`config.mk`:
```
export PLATFORM = sky130hd
export DESIGN_NAME = router_port_ctrl
export DESIGN_NICKNAME = d
export VERILOG_FILES = /design/src/rtl/router_port_ctrl.sv
export SDC_FILE = /design/constraint.sdc
export NUM_CORES = 1
export LEC_CHECK = 0
export CAP_MARGIN = 40
export CORE_UTILIZATION = 41
export DETAILED_ROUTE_END_ITERATION = 10
export GPL_ROUTABILITY_DRIVEN = 0
export PLACE_DENSITY = 0.7
export RECOVER_POWER = 50
export SYNTH_ARGS = -nofsm -noshare
export SYNTH_HDL_FRONTEND = slang
export SYNTH_SLANG_ARGS = --single-unit
```
`constraint.sdc`:
```
create_clock -name clk -period 1.7 [get_ports clk]
set_clock_uncertainty 0.15 [all_clocks]
set_input_delay 0.255 -clock clk [delete_from_list [all_inputs] [get_ports clk]]
set_output_delay 0.255 -clock clk [all_outputs]
set_load 0.02 [all_outputs]
```
`src/rtl/router_port_ctrl.sv`:
```
// Router output-port controller: header address decode, per-port FIFO write
// steering, full-flag selection, and per-port stall timeout that flushes an
// output FIFO whose data sits valid but unread for TIMEOUT consecutive cycles.
module router_port_ctrl #(
    parameter int TIMEOUT = 30,
    parameter int CNT_W   = 5
) (
    input  logic       clk,
    input  logic       rst,
    input  logic       detect_add,
    input  logic [1:0] data_in,
    input  logic       write_enb_reg,
    input  logic       empty_0,
    input  logic       empty_1,
    input  logic       empty_2,
    input  logic       full_0,
    input  logic       full_1,
    input  logic       full_2,
    input  logic       read_enb_0,
    input  logic       read_enb_1,
    input  logic       read_enb_2,
    input  logic       clr_flags,
    output logic [2:0] write_enb,
    output logic       fifo_full,
    output logic       vld_out_0,
    output logic       vld_out_1,
    output logic       vld_out_2,
    output logic       soft_reset_0,
    output logic       soft_reset_1,
    output logic       soft_reset_2,
    output logic [2:0] timeout_flag
);

    // Terminal count: the TIMEOUT-th qualifying cycle sees the counter at TIMEOUT-1.
    localparam logic [CNT_W-1:0] CNT_LAST = CNT_W'(TIMEOUT - 1);
    localparam logic [CNT_W-1:0] CNT_ONE  = CNT_W'(1);

    logic [1:0]            addr_q, addr_d;
    logic [2:0][CNT_W-1:0] cnt_q, cnt_d;
    logic [2:0]            soft_reset_q, soft_reset_d;
    logic [2:0]            timeout_flag_q, timeout_flag_d;

    logic [2:0] vld;
    logic [2:0] read_enb;

    // Data-valid is simply "FIFO not empty"; it does not depend on addressing.
    assign vld      = ~{empty_2, empty_1, empty_0};
    assign read_enb = {read_enb_2, read_enb_1, read_enb_0};

    assign vld_out_0    = vld[0];
    assign vld_out_1    = vld[1];
    assign vld_out_2    = vld[2];
    assign soft_reset_0 = soft_reset_q[0];
    assign soft_reset_1 = soft_reset_q[1];
    assign soft_reset_2 = soft_reset_q[2];
    assign timeout_flag = timeout_flag_q;

    // Steer the write strobe and pick the full flag of the latched port; address 11 is dead.
    always_comb begin
        // NOTE: every output of a combinational block gets a default first so no path infers a latch.
        write_enb = 3'b000;
        fifo_full = 1'b0;
        case (addr_q)
            2'b00: begin
                write_enb[0] = write_enb_reg;
                fifo_full    = full_0;
            end
            2'b01: begin
                write_enb[1] = write_enb_reg;
                fifo_full    = full_1;
            end
            2'b10: begin
                write_enb[2] = write_enb_reg;
                fifo_full    = full_2;
            end
            default: begin
                write_enb = 3'b000;
                fifo_full = 1'b0;
            end
        endcase
    end

    // Next address, per-port stall counters, flush pulses and sticky flags.
    always_comb begin
        addr_d         = detect_add ? data_in : addr_q;
        cnt_d          = cnt_q;
        soft_reset_d   = 3'b000;
        timeout_flag_d = timeout_flag_q;
        for (int n = 0; n < 3; n++) begin
            if (!vld[n] || read_enb[n]) begin
                // Nothing waiting, or downstream is draining: the stall is over.
                cnt_d[n] = '0;
            end else if (cnt_q[n] == CNT_LAST) begin
                // Stalled long enough: flush and start timing the next window.
                cnt_d[n]        = '0;
                soft_reset_d[n] = 1'b1;
            end else begin
                cnt_d[n] = cnt_q[n] + CNT_ONE;
            end
            // A new timeout outranks a clear arriving on the same edge.
            if (soft_reset_d[n]) begin
                timeout_flag_d[n] = 1'b1;
            end else if (clr_flags) begin
                timeout_flag_d[n] = 1'b0;
            end
        end
    end

    // State register with synchronous active-low reset overriding every update.
    always_ff @(posedge clk) begin
        // NOTE: sequential state uses non-blocking assignments so all flops update from pre-edge values.
        if (!rst) begin
            addr_q         <= 2'b00;
            cnt_q          <= '0;
            soft_reset_q   <= 3'b000;
            timeout_flag_q <= 3'b000;
        end else begin
            addr_q         <= addr_d;
            cnt_q          <= cnt_d;
            soft_reset_q   <= soft_reset_d;
            timeout_flag_q <= timeout_flag_d;
        end
    end

endmodule

```
# Word level (Yosys, flattened, before mapping)
# Index checks and enable logic that the tools add are counted.
[op_classes] n_reduce_logical=13 bitwise_logic=2 eq_ne=5 n_addsub=3 mux=14
[ops] operator="$add 5x1->5 const B" count=3
[ops] operator="$eq 5x5->1 const B" count=3
[ops] operator="$mux 1" count=13
[ops] operator="$reduce_or 3->1" count=3
[ops] operator="$reduce_bool 2->1" count=3
[ops] operator="$logic_not 1->1" count=3
[ops] operator="$logic_or 1x1->1" count=3
[ops] operator="$not 3->3" count=1
[ops] operator="$pmux 1 s3" count=1
[ops] operator="$eq 2x1->1 const B" count=1
[ops] operator="$eq 2x2->1 const B" count=1
[ops] operator="$logic_not 2->1" count=1
[ops] operator="$not 1->1" count=1
[totals] output_inout_bits=13 inputBits=16 ff_bits=23

# Logic depth before layout (Yosys ltp)
# Gate-level depths: netlist (run 1).
[depth] depth_word=5 ltp_mapped=5 ltp_nobuf=5

# Worst setup path after synthesis (run 1)
# OpenSTA, ideal clock, no wires.
[synth_path] kind="flip-flop to output port" start="register addr_q[0]" end="output port fifo_full" t_arrival_ps=938 path_slack_ps=357 path_stages_with_launch=3 cell_sequence="dfxtp_1 mux2i_1 o21ai_0"
[synth_between] elab_chain_len=2 word_cells_on_any_way=4 classes_between="2 x eq/ne; 1 x mux; 1 x reduce/logical"
[synth_rtl] element="start, declared" line="38" text="logic [1:0] addr_q, addr_d;"
[synth_rtl] element="start signal, assigned" line="118" text="addr_q <= addr_d;"
[synth_rtl] element="$eq 2x2->1 (tied with other cells)" line="63" text="case (addr_q)"
[synth_rtl] element="$pmux 1 s3 *" line="63"
[synth_rtl] element="end, declared" line="24" text="output logic fifo_full,"
# Mark *: on every way between the ends. The rest lies on a longest branch, timed or not.

# Worst setup path after layout (run 1)
[layout_path] start="register timeout_flag_q[1] (netlist: timeout_flag[1])" end="output port timeout_flag[1]"
[layout_rtl] element="start, declared" line="41" text="logic [2:0] timeout_flag_q, timeout_flag_d;"
[layout_rtl] element="start signal, assigned" line="121" text="timeout_flag_q <= timeout_flag_d;"
[layout_rtl] element="end, declared" line="31" text="output logic [2:0] timeout_flag"
# No word-level cell between the ends.

==> summary.md, run 1 <==
| Metric | Value |
|---|---|
| CP Class | `reg2out` |
| Clock Tree Root | `clkbuf_4` |
| Critical Path Sink Type | `output pin` |
| Sequential share of power | `~62%` |
| Max_cap viols | `0` |
| Nets | `151` |
| Rows | `17` |
| Grt ovf | `0` |
| Die Area | `roughly 2600 um2` |
| Reg-to-reg critical path startpoint | `cnt_q[0]` |
| Cell area after synthesis | `965.9 um2` |
| Largest family of logic cells by synthesized area | `simple AND/OR/NAND/NOR gates` |
| Detailed Place HPWL | `1.420 mm` |
| Tmin final | `1658 ps` |
| Int Pwr | `0.0006936 W` |
| Yosys cell types | `17` |
| Initial antenna violation count | `0` |
| Synth Area in XOR/XNOR | `8.161%` |
| GR Util All Layers | `15.92%` |
| Sw Pwr | `0.0001990 W` |
| Worst R2R Path Depth | `4` |
| Vias in the first global route | `738` |
| Sequential fraction of the synthesis area | `47.67%` |
| Share of cells above drive strength 1 | `8.594%` |
| FF-to-FF setup slack | `approximately 240 ps` |
| Syn Inst Count | `92` |
| Number of hold buffers added after cts | `0` |
| Initial core utilization | `43.67%` |
| R2r endpoint | `timeout_flag[0]` |
| Top post-synthesis cells by area | `dfxtp_1 48%, ha_1 7.8%, nor2_1 7.4%` |
| Clock Sinks | `23` |
| Period utilization | `97.51%` |
| Total number of vias | `755` |
| CTS H-Tree Depth | `1` |
| Status | `completed` |
| Worst path max stage delay | `around 600 ps` |
| CP Launch Type | `register` |
| Starting DRT DRC Count | `4` |
| Tightest Pin Transition | `412.1 ps` |
| Worst endpoint required time | `1290 ps` |
| Gate power share | `11.1%` |
| Skew-Pair Late Insertion Delay | `300 ps` |
| Switching Fraction | `22.30%` |
| Hold Path End | `timeout_flag[2]` |
| Final hold vios | `0` |
| Worst path buffer plus inverter count | `1` |
| Critical path's top delay family | `buffers and inverters` |
| DRT Pass-1 Iters | `5` |
| IO Port Bufs | `28` |
| Area Growth Syn to Fin | `30.44%` |
| Max Clock Freq | `0.6033 GHz` |
| Primary FF master, synth | `dfxtp_1` |
| Power Density | `708.5 nW/um2` |
| Max clock buf depth | `2` |
| Number of flops mapped to enable cells by yosys | `0` |
| Compound-Gate Fraction of Synth Area | `~2.8%` |
| Hold Startpoint | `timeout_flag[2]` |
| Clock slew at reported path FFs | `120 ps` |
| Core Area | `2212 um2` |
| Synth top cells by count | `23 x dfxtp_1, 19 x nor2_1, 9 x nand3_1` |
| Die Y | `50.54 um` |
| Setup_tns | `0 ps` |
| Drt wl/cell | `11.74 um` |
| Synth warn | `0` |
| Placed cell area | `around 1300 um2` |
| Syn Area/Cell | `roughly 10 um2` |
| Syn Nets | `114` |
| CTS tree | `done` |
| Top-area cell type share of the netlist area | `between 40 and 50%` |
| Arrival time worst endpoint | `between 1000 and 1500 ps` |
| Slowest cell on the critical path | `clkdlybuf4s50_1` |
| Die boundary width | `approximately 51 um` |
| Routed wire length | `1.831 mm` |
| Diodes inserted | `0` |
| RSZ-0062 raised after global routing | `false` |
| CP Cell Sequence | `clkdlybuf4s50_1` |
| #FFs+latches synth | `23` |
| Design area | `approximately 1300 um2` |
| Drt via density | `4.840` |
| Largest net degree at the start of global routing | `13` |
| Max Slew Vio Count | `0` |
| Fill cells | `217` |
| Adder-cell share of the synthesized area | `7.772%` |
| Number of buffers created by CTS | `3` |
| P_leak | `0.5441 nW` |
| Worst VDD drop | `0.5601 mV` |
| Global-route wire length before repair | `3.008 mm` |
| # IOs | `29` |
| Tightest Hold Check Type | `reg2reg` |
| Clock power share | `27.0%` |
| # setup viols final | `0` |
| DR DRC count | `0` |
| Max-slew headroom | `72.14%` |
| Synth Area in Simple Gates | `between 20% and 30%` |
| Post-synthesis mux area share | `3.109%` |
| Hold path cells | `1` |
| Ys async rst share | `0%` |
| Synth area leader | `dfxtp_1` |
| Most frequent cell after synthesis | `dfxtp_1` |
| Crit-path max FO | `2` |
| Antenna-violating nets left | `0` |
## kinds of logic after synthesis
| family | Yosys count |
|---|---|
| multiplexers | 3 |
| flip-flops | 23 |
| adder cells (fa/ha/maj) | 6 |
| buffers and inverters | 6 |
| AND/OR/NAND/NOR | 41 |
| XOR/XNOR | 9 |
| AO/OA/AOI/OAI | 4 |
## through the flow
stage | total power, W | hold WS, ps | util [%] | worst slack, ps | instances
final | 0.0008927 | 319.1 | 56.96 | 42.32 | 156
after global routing | 0.0009289 | 351.9 | 56.96 | 0.2661 | 156
after CTS | 0.0009087 | 326.4 | 60.07 | 23.54 | 156
after detailed placement | 0.0006804 | 297.8 | 59.28 | -242.4 | 152
after global placement | 0.0006787 | 287.7 | 59.28 | -244.0 | 152
after floorplan | 0.0006036 | 178.5 | - | 356.9 | 92
## cell type report
type	count	area, um2	area share (%)
flip-flops and latches	23	464.2	36.84
clock buffers	4	26.28	2.085
well taps	28	35.03	2.781
multi-input cells	63	425.4	33.76
repair buffers	32	286.5	22.74
inverters	6	22.52	1.787
## how the worst max path moves through the flow
| stage | depth (start not counted) | end | slack (ps) | from |
|---|---|---|---|---|
| floorplan | 2 | fifo_full | 360 | addr_q[0] |
| global placement | 3 | write_enb[0] | -240 | write_enb_reg |
| detailed placement | 3 | write_enb[0] | -240 | write_enb_reg |
| CTS | 3 | fifo_full | 20 | addr_q[0] |
| global route | 1 | timeout_flag[1] | 0.3 | timeout_flag[1] |
| finish | 1 | timeout_flag[1] | 40 | timeout_flag[1] |
## registers in the layout (all words and copies together), names as in the netlist
register      flops
cnt_q            15
soft_reset_q      3
timeout_flag      3
addr_q            2
## per-layer routing
layer	vias up	part of all wire [%]	global-route usage [%]
met3	4	6.7	3.636
li1	380	-	-
met5	-	0	0
met2	25	51	30.67
met1	346	41	15.96
met4	0	1.7	6.944
## power by group through the flow
stage	clock, W	sequential [W]	combinational (W)
global placement	0	0.000565	0.000114
floorplan	0	0.000563	0.0000402
detailed placement	0	0.000565	0.000115
CTS	0.000246	0.000554	0.000109
finish	0.000241	0.000553	0.0000994
global route	0.000266	0.000554	0.000108
## cells in the final DEF (no fill, tap or decap)
cell             count
dfxtp_1             22
nor2_1              19
clkdlybuf4s50_1     18
nand3_1              9
inv_1                6
xor2_1               6
ha_1                 6
dlygate4sd2_1        6
buf_4                4
mux2i_1              3
xnor2_1              3
nor4b_1              3
nor2b_1              3
a21o_1               3
clkbuf_4             3
nand4_1              2
clkbuf_1             2
clkbuf_2             2
nand3b_1             1
o21ai_0              1
and3b_1              1
nor3b_1              1
nand2_1              1
nand4_2              1
dfxtp_4              1
dlygate4sd3_1        1
## timing repair
item	4_1_cts	5_1_grt
pin swaps	0	0
setup buffers	0	0
endpoints found under the setup margin	8	3
resized for setup	9	8
No activity file was read; power rests on OpenSTA's default activity.
==> inputs of run 2 (changes only) <==
--- a/config.mk
+++ b/config.mk
@@ -5,12 +5,15 @@
 export SDC_FILE = /design/constraint.sdc
 export NUM_CORES = 1
 export LEC_CHECK = 0
+export ABC_AREA = 1
 export CAP_MARGIN = 40
 export CORE_UTILIZATION = 41
+export CTS_CLUSTER_SIZE = 28
 export DETAILED_ROUTE_END_ITERATION = 10
 export GPL_ROUTABILITY_DRIVEN = 0
 export PLACE_DENSITY = 0.7
 export RECOVER_POWER = 50
+export SLEW_MARGIN = 10
 export SYNTH_ARGS = -nofsm -noshare
 export SYNTH_HDL_FRONTEND = slang
 export SYNTH_SLANG_ARGS = --single-unit
==> summary.md, run 2 <==
| Metric | Value |
|---|---|
| Tightest Hold Check Type | `reg2reg` |
| Skew-Pair Late Insertion Delay | `300 ps` |
| Initial antenna violation count | `0` |
| Clock slew at reported path FFs | `120 ps` |
| Max FFs per register | `15` |
| CP Launch Type | `primary input` |
| Critical Path Sink Type | `output pin` |
| CP Class | `in2out` |
| Most common cell after layout, fill and taps aside | `inv_1` |
| Fin util | `59.33%` |
| Fill cells | `slightly above 200` |
| Antenna-violating nets left | `0` |
| Worst VDD drop | `0.3698 mV` |
| Max clock buf depth | `2` |
| Reg area | `461.7 um2` |
| Vias in the first global route | `815` |
| Share of cells above drive strength 1 | `about 6.8%` |
| Core Area | `2233 um2` |
| Commonest cells after routing, fill and taps aside | `23 x inv_1, 22 x dfxtp_1, 21 x nor2_1, 19 x nand2_1, 16 x clkdlybuf4s50_1` |
| Detailed Place HPWL | `between 1 and 1.5 mm` |
| Metal1 wirelength | `820 um` |
| Clock Tree Root | `clkbuf_4` |
| RSZ-0062 raised after global routing | `false` |
| Clock Sinks | `23` |
| Ys async rst share | `0%` |
| Final hold vios | `0` |
| Nets | `185` |
| Syn Area/Cell | `7.683 um2` |
| Grt ovf | `0` |
| DR DRC count | `0` |
| GR Util All Layers | `16.74%` |
| Arrival time worst endpoint | `1230 ps` |
| Diodes inserted | `0` |
| Syn Inst Count | `128` |
| Synth warn | `0` |
| Crit-path max FO | `3` |
| CTS H-Tree Depth | `1` |
| Total number of vias | `903` |
| Tmin final | `1638 ps` |
| Status | `completed` |
| Synth area leader | `dfxtp_1` |
| Global-route wire length before repair | `3.243 mm` |
| Number of buffers created by CTS | `3` |
| Top-area cell type share of the netlist area | `46.82%` |
| Area Growth Syn to Fin | `34.73%` |
| Worst endpoint required time | `~1300 ps` |
| # setup viols final | `0` |
| Max Slew Vio Count | `0` |
| Die Y | `a little over 50 um` |
| Die boundary width | `50.98 um` |
| Sequential fraction of the synthesis area | `46.82%` |
| Top Metal Used | `met4` |
| Synth top cells by count | `23 x dfxtp_1, 23 x inv_1, 20 x nor2_1, 18 x nand2_1, 14 x nand3_1` |
| Yosys cell types | `14` |
| Max_cap viols | `0` |
| Top reg by flops | `cnt_q` |
| Max-slew headroom | `79.98%` |
| Number of flops mapped to enable cells by yosys | `0` |
| #FFs+latches synth | `23` |
| Initial core utilization | `44.03%` |
| Total design power | `around 0.00090 W` |
| # IOs | `29` |
| Syn Nets | `150` |
| DR WL met3 | `134 um` |
| Top post-synthesis cells by area | `dfxtp_1 47%, inv_1 8.8%, ha_1 7.6%` |
| Met2 WL | `965 um` |
| Setup_tns | `0 ps` |
| CTS tree | `done` |
| Drt wl/cell | `10.19 um` |
| Period utilization | `a little over nine tenths` |
| Starting DRT DRC Count | `7` |
| Power Density | `around 680 nW/um2` |
| P_leak | `0.6457 nW` |
| Tightest Pin Transition | `approximately 300 ps` |
| Die Area | `2598 um2` |
| IO Port Bufs | `28` |
| DRT Pass-1 Iters | `4` |
| Primary FF master, synth | `dfxtp_1` |
| Multi-input logic area | `427.9 um2` |
| Routed wire length | `1.937 mm` |
| Cell area after synthesis | `983.4 um2` |
| Largest net degree at the start of global routing | `14` |
| Max Clock Freq | `0.6107 GHz` |
| Rows | `17` |
| Drt via density | `between 4 and 5` |
run 2: worst paths after layout:
| check | startpoint | to | slack, ps | cells after the start |
|---|---|---|---|---|
| max | write_enb_reg | write_enb[0] | 60 | 4 |
| max reg2reg | cnt_q[0] | cnt_q[0] | 470 | 6 |
| min | cnt_q[5] | cnt_q[5] | 340 | 1 |
| min reg2reg | cnt_q[5] | cnt_q[5] | 340 | 1 |
run 2: cells by family (layout without fill, tap and decap cells):
kind of cell    count (synthesis)  after routing  synth area share, %
compound gates                  7              7                3.944
xor+xnor                        3              3                2.672
fa+ha+maj                       6              6                7.633
buf+inv                        23             57                8.778
flops                          23             23                46.82
simple gates                   66             66                30.15
run 2: final cells by class:
type                       instances  share of cell area, %
clock buffer                       3                  1.700
clock inverter                     1                 0.3777
inverter                          23                  6.516
multi-input combinational         82                  32.29
sequential                        23                  34.84
tap                               28                  2.644
timing repair buffer              30                  21.62
run 2: routing by layer:
metal | global-route usage [%] | vias to the layer above
met5 | 0 | -
met4 | 8.333 | 0
met3 | 4.167 | 2
met2 | 30.26 | 22
met1 | 17.80 | 403
li1 | - | 476
run 2: where the power goes:
| group | switching (W) | internal, W |
|---|---|---|
| Clock | 0.000155 | 0.0000876 |
| Sequential | 0.00000804 | 0.000546 |
| Combinational | 0.0000482 | 0.0000531 |
run 2: worst max-delay path, cell delays in order:
cell and delay (ps):
clkdlybuf4s50_1 450, inv_1 50, nor3_1 140, clkdlybuf4s15_1 330
run 2: timing repair:
item                                    CTS  global route
buffers inserted                          0             0
gates resized for setup                  12            10
endpoints found under the setup margin    7             8
gates cloned                              0             0
hold buffers                              0             0
run 2: per-stage QoR:
step                      std cells  hold slack (ps)  worst slack, ps  area (um2)
final                           190            343.3            62.47        1325
after floorplan                 128            243.4            379.0       983.4
after global placement          186            312.1           -202.8        1314
after detailed placement        186            322.1           -240.0        1314
after global routing            190            382.2            3.061        1325
after CTS                       190            351.4            1.626        1335
==> inputs of run 3 (changes only) <==
--- a/config.mk
+++ b/config.mk
@@ -7,11 +7,11 @@
 export LEC_CHECK = 0
 export ABC_AREA = 1
 export CAP_MARGIN = 40
-export CORE_UTILIZATION = 41
+export CORE_UTILIZATION = 45
 export CTS_CLUSTER_SIZE = 28
 export DETAILED_ROUTE_END_ITERATION = 10
 export GPL_ROUTABILITY_DRIVEN = 0
-export PLACE_DENSITY = 0.7
+export PLACE_DENSITY = 0.76
 export RECOVER_POWER = 50
 export SLEW_MARGIN = 10
 export SYNTH_ARGS = -nofsm -noshare
==> summary.md, run 3 (synthesis results as in run 2) <==
| Metric | Value |
|---|---|
| Vias in the first global route | `766` |
| Starting DRT DRC Count | `9` |
| IO Port Bufs | `28` |
| Core Area | `2002 um2` |
| Rows | `16` |
| Max FFs per register | `15` |
| Skew-Pair Late Insertion Delay | `290 ps` |
| Max_cap viols | `0` |
| Antenna-violating nets left | `0` |
| Most common cell after layout, fill and taps aside | `inv_1` |
| Die Area | `2377 um2` |
| Max-slew headroom | `roughly 84%` |
| Largest net degree at the start of global routing | `14` |
| Arrival time worst endpoint | `roughly 1300 ps` |
| DR DRC count | `0` |
| Detailed Place HPWL | `about 1.4 mm` |
| Slowest cell on the critical path | `clkdlybuf4s50_1` |
| Final hold slack | `between 300 and 400 ps` |
| Status | `completed` |
| Die boundary width | `between 40 and 50 um` |
| Commonest cells after routing, fill and taps aside | `23 x inv_1, 22 x dfxtp_1, 21 x nor2_1, 20 x nand2_1, 19 x clkdlybuf4s50_1` |
| Setup_tns | `0 ps` |
| Top reg by flops | `cnt_q` |
| Worst path buffer plus inverter count | `1` |
| Clock slew at reported path FFs | `120 ps` |
| CTS tree | `done` |
| # IOs | `29` |
| Tightest Pin Transition | `between 200 and 250 ps` |
| Post-CTS Setup Bufs | `0` |
| Worst endpoint required time | `about 1300 ps` |
| Max Clock Freq | `0.6018 GHz` |
| Routed wire length | `~1.8 mm` |
| Initial core utilization | `49.12%` |
| Global-route wire length before repair | `3.056 mm` |
| Drt wl/cell | `9.519 um` |
| Die Y | `48.75 um` |
| CP Class | `reg2out` |
| Worst VDD drop | `~0.55 mV` |
| Diodes inserted | `0` |
| CP Launch Type | `register` |
| Worst path max stage delay | `600 ps` |
| Drt via density | `approximately 4.7` |
| Period utilization | `97.74%` |
| Pre-CTS WS | `-248.6 ps` |
| Design area | `1309 um2` |
| Critical Path Sink Type | `output pin` |
| CP Cell Sequence | `clkdlybuf4s50_1` |
| DRT Pass-1 Iters | `4` |
| Crit-path max FO | `2` |
| Max Slew Vio Count | `0` |
| Grt ovf | `0` |
| GR Util All Layers | `16.26%` |
| Share of cells above drive strength 1 | `5.556%` |
| Max clock buf depth | `2` |
| Number of buffers created by CTS | `3` |
| Initial antenna violation count | `0` |
| # setup viols final | `0` |
| Clock Tree Root | `clkbuf_4` |
| Tmin final | `1662 ps` |
| Nets | `~190` |
| Fin util | `65.38%` |
| CTS H-Tree Depth | `1` |
| Critical path's top delay family | `buffers and inverters` |
| Placed cell area | `1313 um2` |
| Tightest Hold Check Type | `reg2reg` |
| Clock Sinks | `23` |
| Area Growth Syn to Fin | `33.08%` |
| Setup slack after layout | `38.35 ps` |
| Power Density | `680.6 nW/um2` |
| Total number of vias | `892` |
| Final hold vios | `0` |
| P_leak | `0.5875 nW` |
run 3: changes by cell type in the layout (fill, tap and decap cells not counted):
cell	before	now
nand2_2	1	0
dlymetal6s2s_1	4	1
clkbuf_1	0	1
clkdlybuf4s50_1	16	19
dlygate4sd2_1	3	4
buf_4	2	1
clkdlybuf4s15_1	1	0
nand2_1	19	20
run 3: timing repair:
action | in CTS | in global routing
gates resized for setup | 11 | 7
endpoints found under the setup margin | 7 | 4
hold buffers | 0 | 0
run 3: routing by layer:
metal | wire length (um) | track usage [%]
met1 | 848 | 19.57
met2 | 814 | 28.01
met3 | 121 | 4.717
met4 | 14 | 4.412
met5 | 0 | 0
run 3: path summary, 6_finish.rpt:
path | from | endpoint | slack [ps] | depth (start not counted)
setup / recovery | timeout_flag[2] | timeout_flag[2] | 40 | 1
hold / removal | cnt_q[10] | cnt_q[10] | 350 | 1
setup reg to reg | cnt_q[0] | cnt_q[0] | 440 | 6
hold reg to reg | cnt_q[10] | cnt_q[10] | 350 | 1
run 3: per-stage QoR:
stage               total power, W  cells
floorplan                0.0006076    128
global placement         0.0006736    185
detailed placement       0.0006765    185
CTS                      0.0009068    189
global route             0.0009330    189
finish                   0.0008907    189
run 3: where the power goes:
group	leakage [nW]	switching (W)	internal (W)
clock network	0.0177	0.000150	0.0000874
registers	0.186	0.00000781	0.000546
logic	0.383	0.0000474	0.0000517
run 3: cell type report:
cell class	instances	area (um2)
Tap cell	27	33.78
Clock buffer	3	22.52
Timing Repair Buffer	30	274.0
Inverter	23	86.33
Multi-Input combinational cell	82	425.4
Sequential cell	23	461.7
Fill cell	194	693.2
Clock inverter	1	5.005
